### config.mk
export PLATFORM = sky130hd
export DESIGN_NAME = segment7_capture
export DESIGN_NICKNAME = d
export VERILOG_FILES = /design/src/rtl/segment7_pkg.sv /design/src/rtl/segment7_lookup.sv /design/src/rtl/segment7_capture.sv
export SDC_FILE = /design/constraint.sdc
export NUM_CORES = 1
export LEC_CHECK = 0
export CAP_MARGIN = 20
export CORE_MARGIN = 2
export CORE_UTILIZATION = 33
export DETAILED_ROUTE_END_ITERATION = 7
export GPL_TIMING_DRIVEN = 0
export PLACE_DENSITY = 0.61
export SLEW_MARGIN = 40
export SYNTH_ARGS = -nofsm -noshare
export SYNTH_HDL_FRONTEND = slang
export SYNTH_SLANG_ARGS = --single-unit
### constraint.sdc
create_clock -name clk -period 2.3 [get_ports clk]
set_clock_uncertainty 0.05 [all_clocks]
set_input_delay 0.575 -clock clk [delete_from_list [all_inputs] [get_ports clk]]
set_output_delay 0.575 -clock clk [all_outputs]
set_load 0.03 [all_outputs]
### src/rtl/segment7_pkg.sv
// rtl/segment7_pkg.sv - shared seven-segment decode table, bit order and FSM state type
package segment7_pkg;

    // Segment word bit positions: seg[6:0] = {a,b,c,d,e,f,g}
    localparam int SEG_A = 6;
    localparam int SEG_B = 5;
    localparam int SEG_C = 4;
    localparam int SEG_D = 3;
    localparam int SEG_E = 2;
    localparam int SEG_F = 1;
    localparam int SEG_G = 0;

    // All segments off; a stable blank is silently ignored rather than flagged
    localparam logic [6:0] BLANK = 7'h00;

    // Entry i is the segment pattern that displays hex value i
    localparam logic [15:0][6:0] DECODE_TABLE = {
        7'h47, 7'h4F, 7'h3D, 7'h4E, 7'h1F, 7'h77, 7'h7B, 7'h7F,
        7'h70, 7'h5F, 7'h5B, 7'h33, 7'h79, 7'h6D, 7'h30, 7'h7E
    };

    typedef enum logic [1:0] {
        ST_IDLE  = 2'd0,
        ST_COUNT = 2'd1,
        ST_HELD  = 2'd2
    } state_t;

    function automatic logic is_one_hot(input logic [3:0] v);
        return (v != 4'd0) && ((v & (v - 4'd1)) == 4'd0);
    endfunction

    function automatic logic [1:0] onehot_index(input logic [3:0] v);
        logic [1:0] idx;
        idx = 2'd0;
        for (int i = 0; i < 4; i++) begin
            if (v[i]) idx = 2'(i);
        end
        return idx;
    endfunction

endpackage

### src/rtl/segment7_lookup.sv
// rtl/segment7_lookup.sv - combinational segment pattern to hex value lookup
module segment7_lookup
    import segment7_pkg::*;
(
    input  logic [6:0] seg,
    output logic       hit,
    output logic [3:0] value
);

    // Search the shared table; the first matching entry wins
    always_comb begin
        hit   = 1'b0;
        value = 4'd0;
        for (int i = 0; i < 16; i++) begin
            if (!hit && (seg == DECODE_TABLE[i])) begin
                hit   = 1'b1;
                value = 4'(i);
            end
        end
    end

endmodule

### src/rtl/segment7_capture.sv
// rtl/segment7_capture.sv - debounced capture of a multiplexed 4-digit seven-segment display
module segment7_capture
    import segment7_pkg::*;
#(
    parameter int STABLE_CYCLES = 4
) (
    input  logic        clk,
    input  logic        rst_n,
    input  logic        a,
    input  logic        b,
    input  logic        c,
    input  logic        d,
    input  logic        e,
    input  logic        f,
    input  logic        g,
    input  logic [3:0]  com,
    output logic [15:0] hex_out,
    output logic        frame_valid,
    output logic        bad_pat,
    output logic [1:0]  bad_digit
);

    localparam logic [7:0] STABLE = 8'(STABLE_CYCLES);

    // sample = {com[3:0], a,b,c,d,e,f,g}; prev is the sample seen one cycle earlier
    logic [10:0]     sample_q, sample_d;
    logic [10:0]     prev_q, prev_d;
    state_t          state_q, state_d;
    logic [7:0]      cnt_q, cnt_d;
    logic [3:0][3:0] digits_q, digits_d;
    logic [3:0]      present_q, present_d;
    logic [15:0]     hex_out_q, hex_out_d;
    logic            frame_valid_q, frame_valid_d;
    logic            bad_pat_q, bad_pat_d;
    logic [1:0]      bad_digit_q, bad_digit_d;

    logic            accept;
    logic            samp_oh;
    logic            same;
    logic [1:0]      k;
    logic            hit;
    logic [3:0]      value;

    assign sample_d = {com, a, b, c, d, e, f, g};
    assign prev_d   = sample_q;
    assign samp_oh  = is_one_hot(sample_q[10:7]);
    assign same     = (sample_q == prev_q);
    assign k        = onehot_index(sample_q[10:7]);

    segment7_lookup u_lookup (
        .seg   (sample_q[6:0]),
        .hit   (hit),
        .value (value)
    );

    // Stability FSM: counts identical samples and fires a single accept per stable run
    always_comb begin
        state_d = state_q;
        cnt_d   = cnt_q;
        accept  = 1'b0;
        case (state_q)
            ST_IDLE: begin
                if (samp_oh) begin
                    state_d = ST_COUNT;
                    cnt_d   = 8'd1;
                end
            end
            ST_COUNT: begin
                if (!samp_oh) begin
                    state_d = ST_IDLE;
                    cnt_d   = 8'd0;
                end else if (!same) begin
                    cnt_d = 8'd1;
                end else begin
                    cnt_d = (cnt_q >= STABLE) ? STABLE : cnt_q + 8'd1;
                    if (cnt_d == STABLE) begin
                        accept  = 1'b1;
                        state_d = ST_HELD;
                    end
                end
            end
            ST_HELD: begin
                if (!same) begin
                    state_d = samp_oh ? ST_COUNT : ST_IDLE;
                    cnt_d   = samp_oh ? 8'd1 : 8'd0;
                end
            end
            default: begin
                state_d = ST_IDLE;
                cnt_d   = 8'd0;
            end
        endcase
    end

    // Digit store and frame assembly; an accept on the frame-clear edge survives the clear
    always_comb begin
        digits_d      = digits_q;
        present_d     = (present_q == 4'hF) ? 4'h0 : present_q;
        hex_out_d     = (present_q == 4'hF) ? digits_q : hex_out_q;
        frame_valid_d = (present_q == 4'hF);
        bad_pat_d     = 1'b0;
        bad_digit_d   = bad_digit_q;
        if (accept) begin
            if (hit) begin
                digits_d[k]  = value;
                present_d[k] = 1'b1;
            end else if (sample_q[6:0] != BLANK) begin
                bad_pat_d   = 1'b1;
                bad_digit_d = k;
            end
        end
    end

    // State registers with asynchronous clear
    always_ff @(posedge clk or negedge rst_n) begin
        if (!rst_n) begin
            sample_q      <= '0;
            prev_q        <= '0;
            state_q       <= ST_IDLE;
            cnt_q         <= '0;
            digits_q      <= '0;
            present_q     <= '0;
            hex_out_q     <= '0;
            frame_valid_q <= 1'b0;
            bad_pat_q     <= 1'b0;
            bad_digit_q   <= '0;
        end else begin
            sample_q      <= sample_d;
            prev_q        <= prev_d;
            state_q       <= state_d;
            cnt_q         <= cnt_d;
            digits_q      <= digits_d;
            present_q     <= present_d;
            hex_out_q     <= hex_out_d;
            frame_valid_q <= frame_valid_d;
            bad_pat_q     <= bad_pat_d;
            bad_digit_q   <= bad_digit_d;
        end
    end

    assign hex_out     = hex_out_q;
    assign frame_valid = frame_valid_q;
    assign bad_pat     = bad_pat_q;
    assign bad_digit   = bad_digit_q;

endmodule
==> impl_metrics.csv, run 1 <==
group,metric,value,unit
die,dieHeight,102.8,um
timing,worst_pin_slew,0.4802,ns
power,power.density,588.8,mW/mm2
die,die_w,102.8,um
clock_tree,cts_tree,"built",
power,pwr-share-seq,0.553,
worst_setup_path,path_class,"reg -> reg",
timing,slew_violations,0,
drt,dr_total_vias,2102,
global_routing,grt_start_max_net_pins,48,
worst_setup_path,setup.worst_path.start_class,"flop",
yosys,synthFlopType,"dfrtp_1",
timing,holdWs,0.02940,ns
worst_setup_path,worst_ep_required_time,2.48,ns
timing,fin_crit_sh,0.9756,
finish,final_layout_size_suffix_gt1_frac,0.2324,
drt,vias_per_cell,4.570,
global_routing,grt_use_total,0.1224,
drt,wirelength,5932,um
die,core_area,0.009639,mm2
finish,layout_commonest_cell,"dfrtp_1",
finish,layout_common_cells,"dfrtp_1, nand2_1, clkdlybuf4s50_1, mux2_4, buf_4",
power,vdd_drop_max,0.3337,mV
timing,period_minus_slack,2.244,ns
global_routing,gr-total-overflow,0,
worst_setup_path,cp_max_fo,10,
global_routing,grt_first_pass_wirelength,9894,um
yosys,ys_seq_area_frac,0.5599,
yosys,yosysTopAreaCellShare,0.5599,
clock_tree,cts.sinks,72,
min_path,hold_path_class,"in -> async",
drt,drt_pass1_iterations,4,
die,die-area,0.01056,mm2
yosys,synth_seq_cells,72,
drt,drc,0,
power,p_comb_frac,0.080,
placement,hpwl,4064,um
drt,postRouteAntennaNets,0,
outcome,run_status,"complete, no violations",
placement,port_buffers,32,
worst_setup_path,path_buf_inv,2,
yosys,ys_async_sr_fraction,1.000,
yosys,yosysWarnings,0,
clock_tree,clockBufferDepth,2,
global_routing,grt_pass1_vias,1985,
power,swShare,0.2476,
worst_setup_path,cp_top_family,"simple AND/OR/NAND/NOR gates",
timing,hold_viol_final,0,
placement,place_congestion,0.8026,
yosys,syn_area,0.003218,mm2
timing,setup-tns-final,0,ns
power,power.internal,1.791,mW
drt,dr.first_iter.drc_count,49,
clock_tree,cts_buffers,9,
clock_tree,ctsRootBufferMaster,"clkbuf_8",
worst_setup_path,crit_path_end_kind,"flop",
timing,report.final.setup_viol,0,
yosys,synth_edf_count,0,
power,power_frac_clock,0.367,
worst_setup_path,worstPathCellList,"buf_6, or3b_1, a21oi_2, a41oi_2, nand4b_4, and4_1, buf_6, mux2_4",
yosys,syn_inst,274,
clock_tree,clk_pin_slew_worst_paths,0.07,ns
yosys,synth_area_leaders,"dfrtp_1, mux2_4, nand2_1, xnor2_1, buf_4",
power,power,2.380,mW
run,cap_viol_max_count,0,
worst_setup_path,cpMostUsedCell,"buf_6",
yosys,yosys.area.top_type,"dfrtp_1",
timing,relSlewSlack,0.6784,
clock_tree,cts_hold_buf,0,
worst_setup_path,slowest_stage,"dfrtp_1",
clock_tree,clk_latency,0.35,ns
worst_setup_path,critPathMaxStageDelay,0.43,ns
die,num_io_pins,33,
yosys,yosysUniqueCellTypes,58,
yosys,syn-mean-instance-area,11.74,um2
worst_setup_path,cp.arrival,2.43,ns
clock_tree,h-tree-depth,3,
finish,antennaDiodeCount,0,
global_routing,antenna_found_initial,0,
finish,fillerInstances,942,
power,p_sw,589.2,uW
drt,wire_per_inst,12.90,um
die,start_util,0.3339,
yosys,synth_nets,289,
die,rows,36,
timing,fmax,445.7,MHz
finish,syn_to_final_growth,25.62,%
power,p_leak,1.912,nW
finish,nNetsFinal,339,
-- cells in the mapped netlist (3+ instances only) --
library cell  count
xor2_1            4
and2_1            6
nor2_1            6
mux2_4           16
a21o_1            6
xnor2_1           8
nor3b_1           3
nand2_1          59
nand2b_1          3
dfrtp_1          72
nor3_1            7
a21oi_1           7
nand3b_1          4
buf_2             4
buf_4             7
and3_1            3
nand4_1           4
inv_1             6
-- power by group through the flow --
stage	registers (mW)	clock network, mW	logic (mW)
finish	1.32	0.873	0.191
global route	1.32	0.967	0.213
CTS	1.31	0.908	0.172
detailed placement	1.34	0	0.171
global placement	1.34	0	0.164
floorplan	1.33	0	0.0996
-- final timing paths --
kind,slack [ns],cells after the start,from,to
min in group clk,0.32,0,prev_d[10],prev_q[10]
setup / recovery,0.06,8,prev_d[5],digits_q[13]
hold / removal,0.03,1,rst_n,prev_d[1]
setup reg to reg,0.06,8,prev_d[5],digits_q[13]
max in group asynchronous,1.68,2,rst_n,cnt_q[6]
hold reg to reg,0.32,0,prev_d[10],prev_q[10]
-- metal layers --
metal / wire, um / global-route usage / vias to the layer above
met5: 0 / 0 / -
met4: 87 / 0.04555 / 0
met3: 216 / 0.04271 / 11
met2: 2743 / 0.1790 / 28
met1: 2884 / 0.1685 / 1024
li1: - / - / 1039
-- kinds of logic (layout without fill, tap and decap cells) --
| kind of cell | after synthesis | after routing | share of synthesized area |
|---|---|---|---|
| AND/OR/NAND/NOR | 115 | 115 | 0.1967 |
| flip-flops | 72 | 72 | 0.5599 |
| multiplexers | 19 | 19 | 0.08437 |
| adder cells (fa/ha/maj) | 2 | 2 | 0.007775 |
| XOR/XNOR | 13 | 13 | 0.03771 |
| AO/OA/AOI/OAI | 31 | 31 | 0.07582 |
| buffers and inverters | 22 | 75 | 0.03771 |
-- per-stage QoR --
| step | util | cell area, um2 | worst slack (ns) | cells |
|---|---|---|---|---|
| final | 0.4194 | 4043 | 0.05618 | 460 |
| after global routing | 0.4194 | 4043 | -0.04687 | 460 |
| after global placement | 0.3843 | 3705 | -1.793 | 439 |
| after floorplan | - | 3218 | 0.2448 | 274 |
| after detailed placement | 0.3873 | 3734 | 0.02926 | 440 |
| after CTS | 0.4050 | 3904 | 0.01511 | 454 |
-- sequential cells by signal, indices dropped and copies added, names as in the netlist --
register / count
bad_digit: 2
bad_pat: 1
cnt_q: 8
digits_q: 16
frame_valid: 1
hex_out: 16
present_q: 4
prev_d: 11
prev_q: 11
state_q: 2
-- area by class of cell --
cell class,instances,area (um2),share of cell area
buffer,14,106.4,0.02631
clock buffer,10,137.6,0.03405
clock inverter,4,32.53,0.008047
inverter,7,26.28,0.006500
multi-input combinational,180,1365,0.3377
sequential,72,1807,0.4469
tap,133,166.4,0.04116
timing repair buffer,40,401.6,0.09935
-- what timing repair did --
action,CTS,global route
buffers inserted,0,7
hold endpoints to repair,0,0
resized for setup,0,24
setup endpoints to repair,0,25
No activity file was read; power rests on OpenSTA's default activity.
==> run 2: changes to the inputs <==
CORE_UTILIZATION = 40   (was 33)
PLACE_DENSITY = 0.7   (was 0.61)
==> impl_metrics.csv, run 2 (synthesized netlist as in run 1, its figures left out) <==
group,metric,value,unit
outcome,run_status,"complete, no violations",
drt,drc,0,
finish,regArea,0.001804,mm2
drt,vias_per_cell,4.965,
worst_setup_path,worst_ep_required_time,2.48,ns
finish,nNetsFinal,339,
global_routing,gr-total-overflow,0,
finish,stdcell_area,0.004064,mm2
die,dieHeight,93.70,um
die,core_area,0.007767,mm2
drt,dr.first_iter.drc_count,105,
global_routing,grt_pass1_vias,2075,
timing,report.final.setup_viol,0,
timing,holdWs,0.03158,ns
die,die-area,0.008779,mm2
timing,rsz0062_at_grt,"yes",
drt,dr_total_vias,2140,
drt,wire_per_inst,13.17,um
timing,worst_pin_slew,0.4747,ns
global_routing,grt_first_pass_wirelength,9591,um
timing,hold_viol_final,0,
power,power.density,691.3,mW/mm2
clock_tree,h-tree-depth,3,
global_routing,grt_use_total,0.1411,
placement,port_buffers,32,
timing,period_minus_slack,2.248,ns
drt,wirelength,5677,um
worst_setup_path,crit_path_end_kind,"flop",
worst_setup_path,path_class,"reg -> reg",
timing,relSlewSlack,0.6822,
clock_tree,clk_pin_slew_worst_paths,0.07,ns
placement,dp_cells,409,
finish,instances_no_fill,431,
power,p_leak,1.941,nW
clock_tree,cts_tree,"built",
worst_setup_path,setup.worst_path.start_class,"flop",
placement,post_dp_cell_area,0.003695,mm2
global_routing,grt_start_max_net_pins,48,
finish,layout_common_cells,"dfrtp_1, nand2_1, clkdlybuf4s50_1, mux2_4",
placement,place_congestion,0.8506,
clock_tree,cts_buffers,9,
run,cap_viol_max_count,0,
finish,layout_commonest_cell,"dfrtp_1",
worst_setup_path,cp.arrival,2.42,ns
drt,postRouteAntennaNets,0,
timing,slew_violations,0,
die,rows,32,
power,vdd_drop_max,0.4541,mV
finish,fillerInstances,693,
finish,antennaDiodeCount,0,
finish,syn_to_final_growth,26.28,%
drt,drt_pass1_iterations,5,
global_routing,antenna_found_initial,0,
clock_tree,cts_hold_buf,0,
timing,fin_crit_sh,0.9773,
finish,multi_input_area,0.001330,mm2
clock_tree,clockBufferDepth,2,
clock_tree,ctsRootBufferMaster,"clkbuf_8",
min_path,hold_path_class,"in -> async",
worst_setup_path,cp_max_fo,6,
die,start_util,0.4143,
die,die_w,93.70,um
power,power,2.809,mW
die,num_io_pins,33,
clock_tree,cts.sinks,72,
worst_setup_path,reg2reg_depth,8,
clock_tree,clk_latency,0.35,ns
timing,setup-tns-final,0,ns
placement,hpwl,3827,um
timing,fmax,444.9,MHz
finish,final_layout_size_suffix_gt1_frac,0.2128,
## run 2: layer usage
layer  global-route usage  part of all wire  up-vias
met3              0.03050             0.039        9
met5                    0                 0        -
met4              0.07609             0.021        0
met2               0.2143              0.46       45
li1                     -                 -     1043
met1               0.1888              0.48     1043
## run 2: power by group
part	switching, mW	internal (mW)
clock network	0.454	0.860
registers	0.0233	1.29
logic	0.0995	0.0825
## run 2: through the flow
step | worst slack, ns | utilization
detailed placement | 0.04133 | 0.4757
finish | 0.05210 | 0.5232
CTS | 0.02283 | 0.5103
global placement | -1.768 | 0.4720
global route | -0.06526 | 0.5232
floorplan | 0.2448 | -
## run 2: worst max-delay path: stages, from the launching register on
cell      delay (ns)
dfrtp_2         0.44
buf_6           0.13
xor2_1          0.15
nor2_1          0.15
nand3b_1        0.15
nor4_4          0.36
and4_1          0.26
buf_6           0.14
mux2_4          0.30
## run 2: cell type report
| class | instances | area share |
|---|---|---|
| Sequential cell | 72 | 0.4440 |
| Multi-Input combinational cell | 180 | 0.3273 |
| Timing Repair Buffer | 39 | 0.09698 |
| Clock buffer | 11 | 0.03479 |
| Clock inverter | 5 | 0.03140 |
| Tap cell | 102 | 0.03140 |
| Buffer | 15 | 0.02771 |
| Inverter | 7 | 0.006466 |
## run 2: what timing repair did
item                       in CTS  in global routing
setup endpoints to repair       0                 23
gates resized for setup         0                 14
hold endpoints to repair        0                  0
setup buffers                   0                  6
## run 2: path summary, 6_finish.rpt
| path | startpoint | to | slack (ns) |
|---|---|---|---|
| setup / recovery | prev_d[6] | digits_q[12] | 0.05 |
| hold / removal | rst_n | prev_d[4] | 0.03 |
| setup reg to reg | prev_d[6] | digits_q[12] | 0.05 |
| hold reg to reg | prev_d[10] | prev_q[10] | 0.33 |
| max in group asynchronous | rst_n | cnt_q[6] | 1.68 |
| min in group clk | prev_d[10] | prev_q[10] | 0.33 |
==> run 3: changes to the inputs <==
CORE_MARGIN = not set   (was 2)
SETUP_SLACK_MARGIN = 0.5   (was not set)
==> impl_metrics.csv, run 3 (synthesized netlist as in run 1, its figures left out) <==
group,metric,value,unit
global_routing,gr-total-overflow,0,
timing,hold_viol_final,0,
timing,worst_pin_slew,0.4578,ns
global_routing,grt_pass1_vias,2153,
power,power.density,616.6,mW/mm2
global_routing,antenna_found_initial,0,
power,power,2.669,mW
die,num_io_pins,33,
worst_setup_path,cp_max_fo,5,
worst_setup_path,slowest_stage,"or4b_4",
die,start_util,0.4143,
clock_tree,clk_pin_slew_worst_paths,0.07,ns
drt,dr.first_iter.drc_count,119,
die,core_area,0.007767,mm2
drt,postRouteAntennaNets,0,
finish,instances_no_fill,454,
placement,place_congestion,0.8172,
power,vdd_drop_max,0.4640,mV
finish,nNetsFinal,362,
finish,layout_common_cells,"dfrtp_1, nand2_1, buf_4, dlygate4sd2_1, mux2_4",
placement,dp_cells,409,
placement,port_buffers,32,
global_routing,grt_first_pass_wirelength,10450,um
timing,slew_violations,0,
finish,final_layout_size_suffix_gt1_frac,0.3267,
outcome,run_status,"complete, no violations",
timing,relSlewSlack,0.6934,
clock_tree,cts_buffers,9,
clock_tree,h-tree-depth,3,
clock_tree,clockBufferDepth,2,
drt,wirelength,6054,um
die,dieHeight,91.70,um
clock_tree,cts_tree,"built",
drt,vias_per_cell,4.852,
clock_tree,clk_latency,0.35,ns
timing,report.final.setup_viol,0,
drt,dr_total_vias,2203,
clock_tree,cts.sinks,72,
worst_setup_path,startpoint,"prev_d[3]",
die,die_w,91.70,um
worst_setup_path,path_class,"reg -> reg",
die,die-area,0.008408,mm2
worst_setup_path,critPathMaxStageDelay,0.55,ns
drt,wire_per_inst,13.33,um
worst_setup_path,crit_path_end_kind,"flop",
finish,syn_to_final_growth,34.49,%
worst_setup_path,setup.worst_path.start_class,"flop",
power,p_leak,2.178,nW
timing,fmax,460.9,MHz
clock_tree,ctsRootBufferMaster,"clkbuf_8",
die,rows,32,
finish,fillerInstances,655,
drt,drc,0,
placement,hpwl,4035,um
timing,period_minus_slack,2.170,ns
finish,antennaDiodeCount,0,
global_routing,grt_use_total,0.1605,
finish,layout_commonest_cell,"dfrtp_1",
global_routing,grt_start_max_net_pins,47,
worst_setup_path,rr_startpoint,"prev_d[3]",
run,cap_viol_max_count,0,
timing,rsz0062_at_grt,"yes",
drt,drt_pass1_iterations,4,
worst_setup_path,worst_ep_required_time,2.48,ns
finish,final_core_util,0.5572,
min_path,hold_path_class,"in -> async",
worst_setup_path,worstPathCellList,"or4b_4, o21ai_2, a41oi_2, nand4b_4, and3_4, buf_6, mux2_4",
timing,fin_crit_sh,0.9434,
worst_setup_path,cp.arrival,2.35,ns
-- run 3: final timing paths --
path | cells past startpoint | to | slack (ns)
max | 7 | digits_q[0] | 0.13
min | 1 | prev_q[4] | 0.03
max reg2reg | 7 | digits_q[0] | 0.13
min reg2reg | 0 | prev_q[0] | 0.33
max in group asynchronous | 2 | cnt_q[3] | 1.67
min in group clk | 0 | prev_q[0] | 0.33
-- run 3: layout make-up --
cell class	instances	area [um2]	area share
repair buffers	62	545.5	0.1260
clock buffers	9	123.9	0.02862
inverters	7	26.28	0.006071
flip-flops and latches	72	1808	0.4177
plain buffers	15	138.9	0.03209
clock inverters	7	102.6	0.02371
well taps	102	127.6	0.02949
multi-input cells	180	1455	0.3362
-- run 3: power breakdown --
group          internal, mW  leakage, nW  switching (mW)  total, mW
registers              1.29        0.946          0.0289       1.32
clock network         0.623        0.111           0.492       1.12
logic                 0.120         1.12           0.114      0.234
total                  2.03         2.18           0.635       2.67
-- run 3: routing by layer --
layer | vias to the layer above | track usage | wire, um | share of wire
met2 | 38 | 0.2444 | 2916 | 0.48
li1 | 1081 | - | - | -
met4 | 0 | 0.07813 | 104 | 0.017
met3 | 10 | 0.03317 | 178 | 0.029
met1 | 1074 | 0.2193 | 2854 | 0.47
met5 | - | 0 | 0 | 0
-- run 3: timing repair --
item | in CTS | in global routing
endpoints found under the setup margin | 52 | 33
gates resized for setup | 41 | 13
hold buffers | 0 | 0
pin swaps | 17 | 6
hold endpoints to repair | 0 | 0
setup buffers | 19 | 10
-- run 3: worst max-delay path, delay by kind of cell, from the launching register on --
kind | cells | cell delay [ns]
AOI/OAI and AO/OA | 2 | 0.25
buffers and inverters | 1 | 0.13
DFF | 1 | 0.43
muxes | 1 | 0.30
and+or+nand+nor | 3 | 0.90
-- run 3: through the flow --
stage / area [um2] / hold WS, ns / worst slack [ns] / setup TNS [ns]
2_1_floorplan: 3286 / 0.2294 / 0.2653 / 0
3_3_place_gp: 3734 / 0.3097 / -2.028 / -127.66
3_5_place_dp: 3762 / 0.3216 / 0.06328 / 0
4_1_cts: 4213 / 0.03299 / 0.1392 / 0
5_1_grt: 4328 / 0.03554 / 0.04908 / 0
6_report: 4328 / 0.03418 / 0.1301 / 0
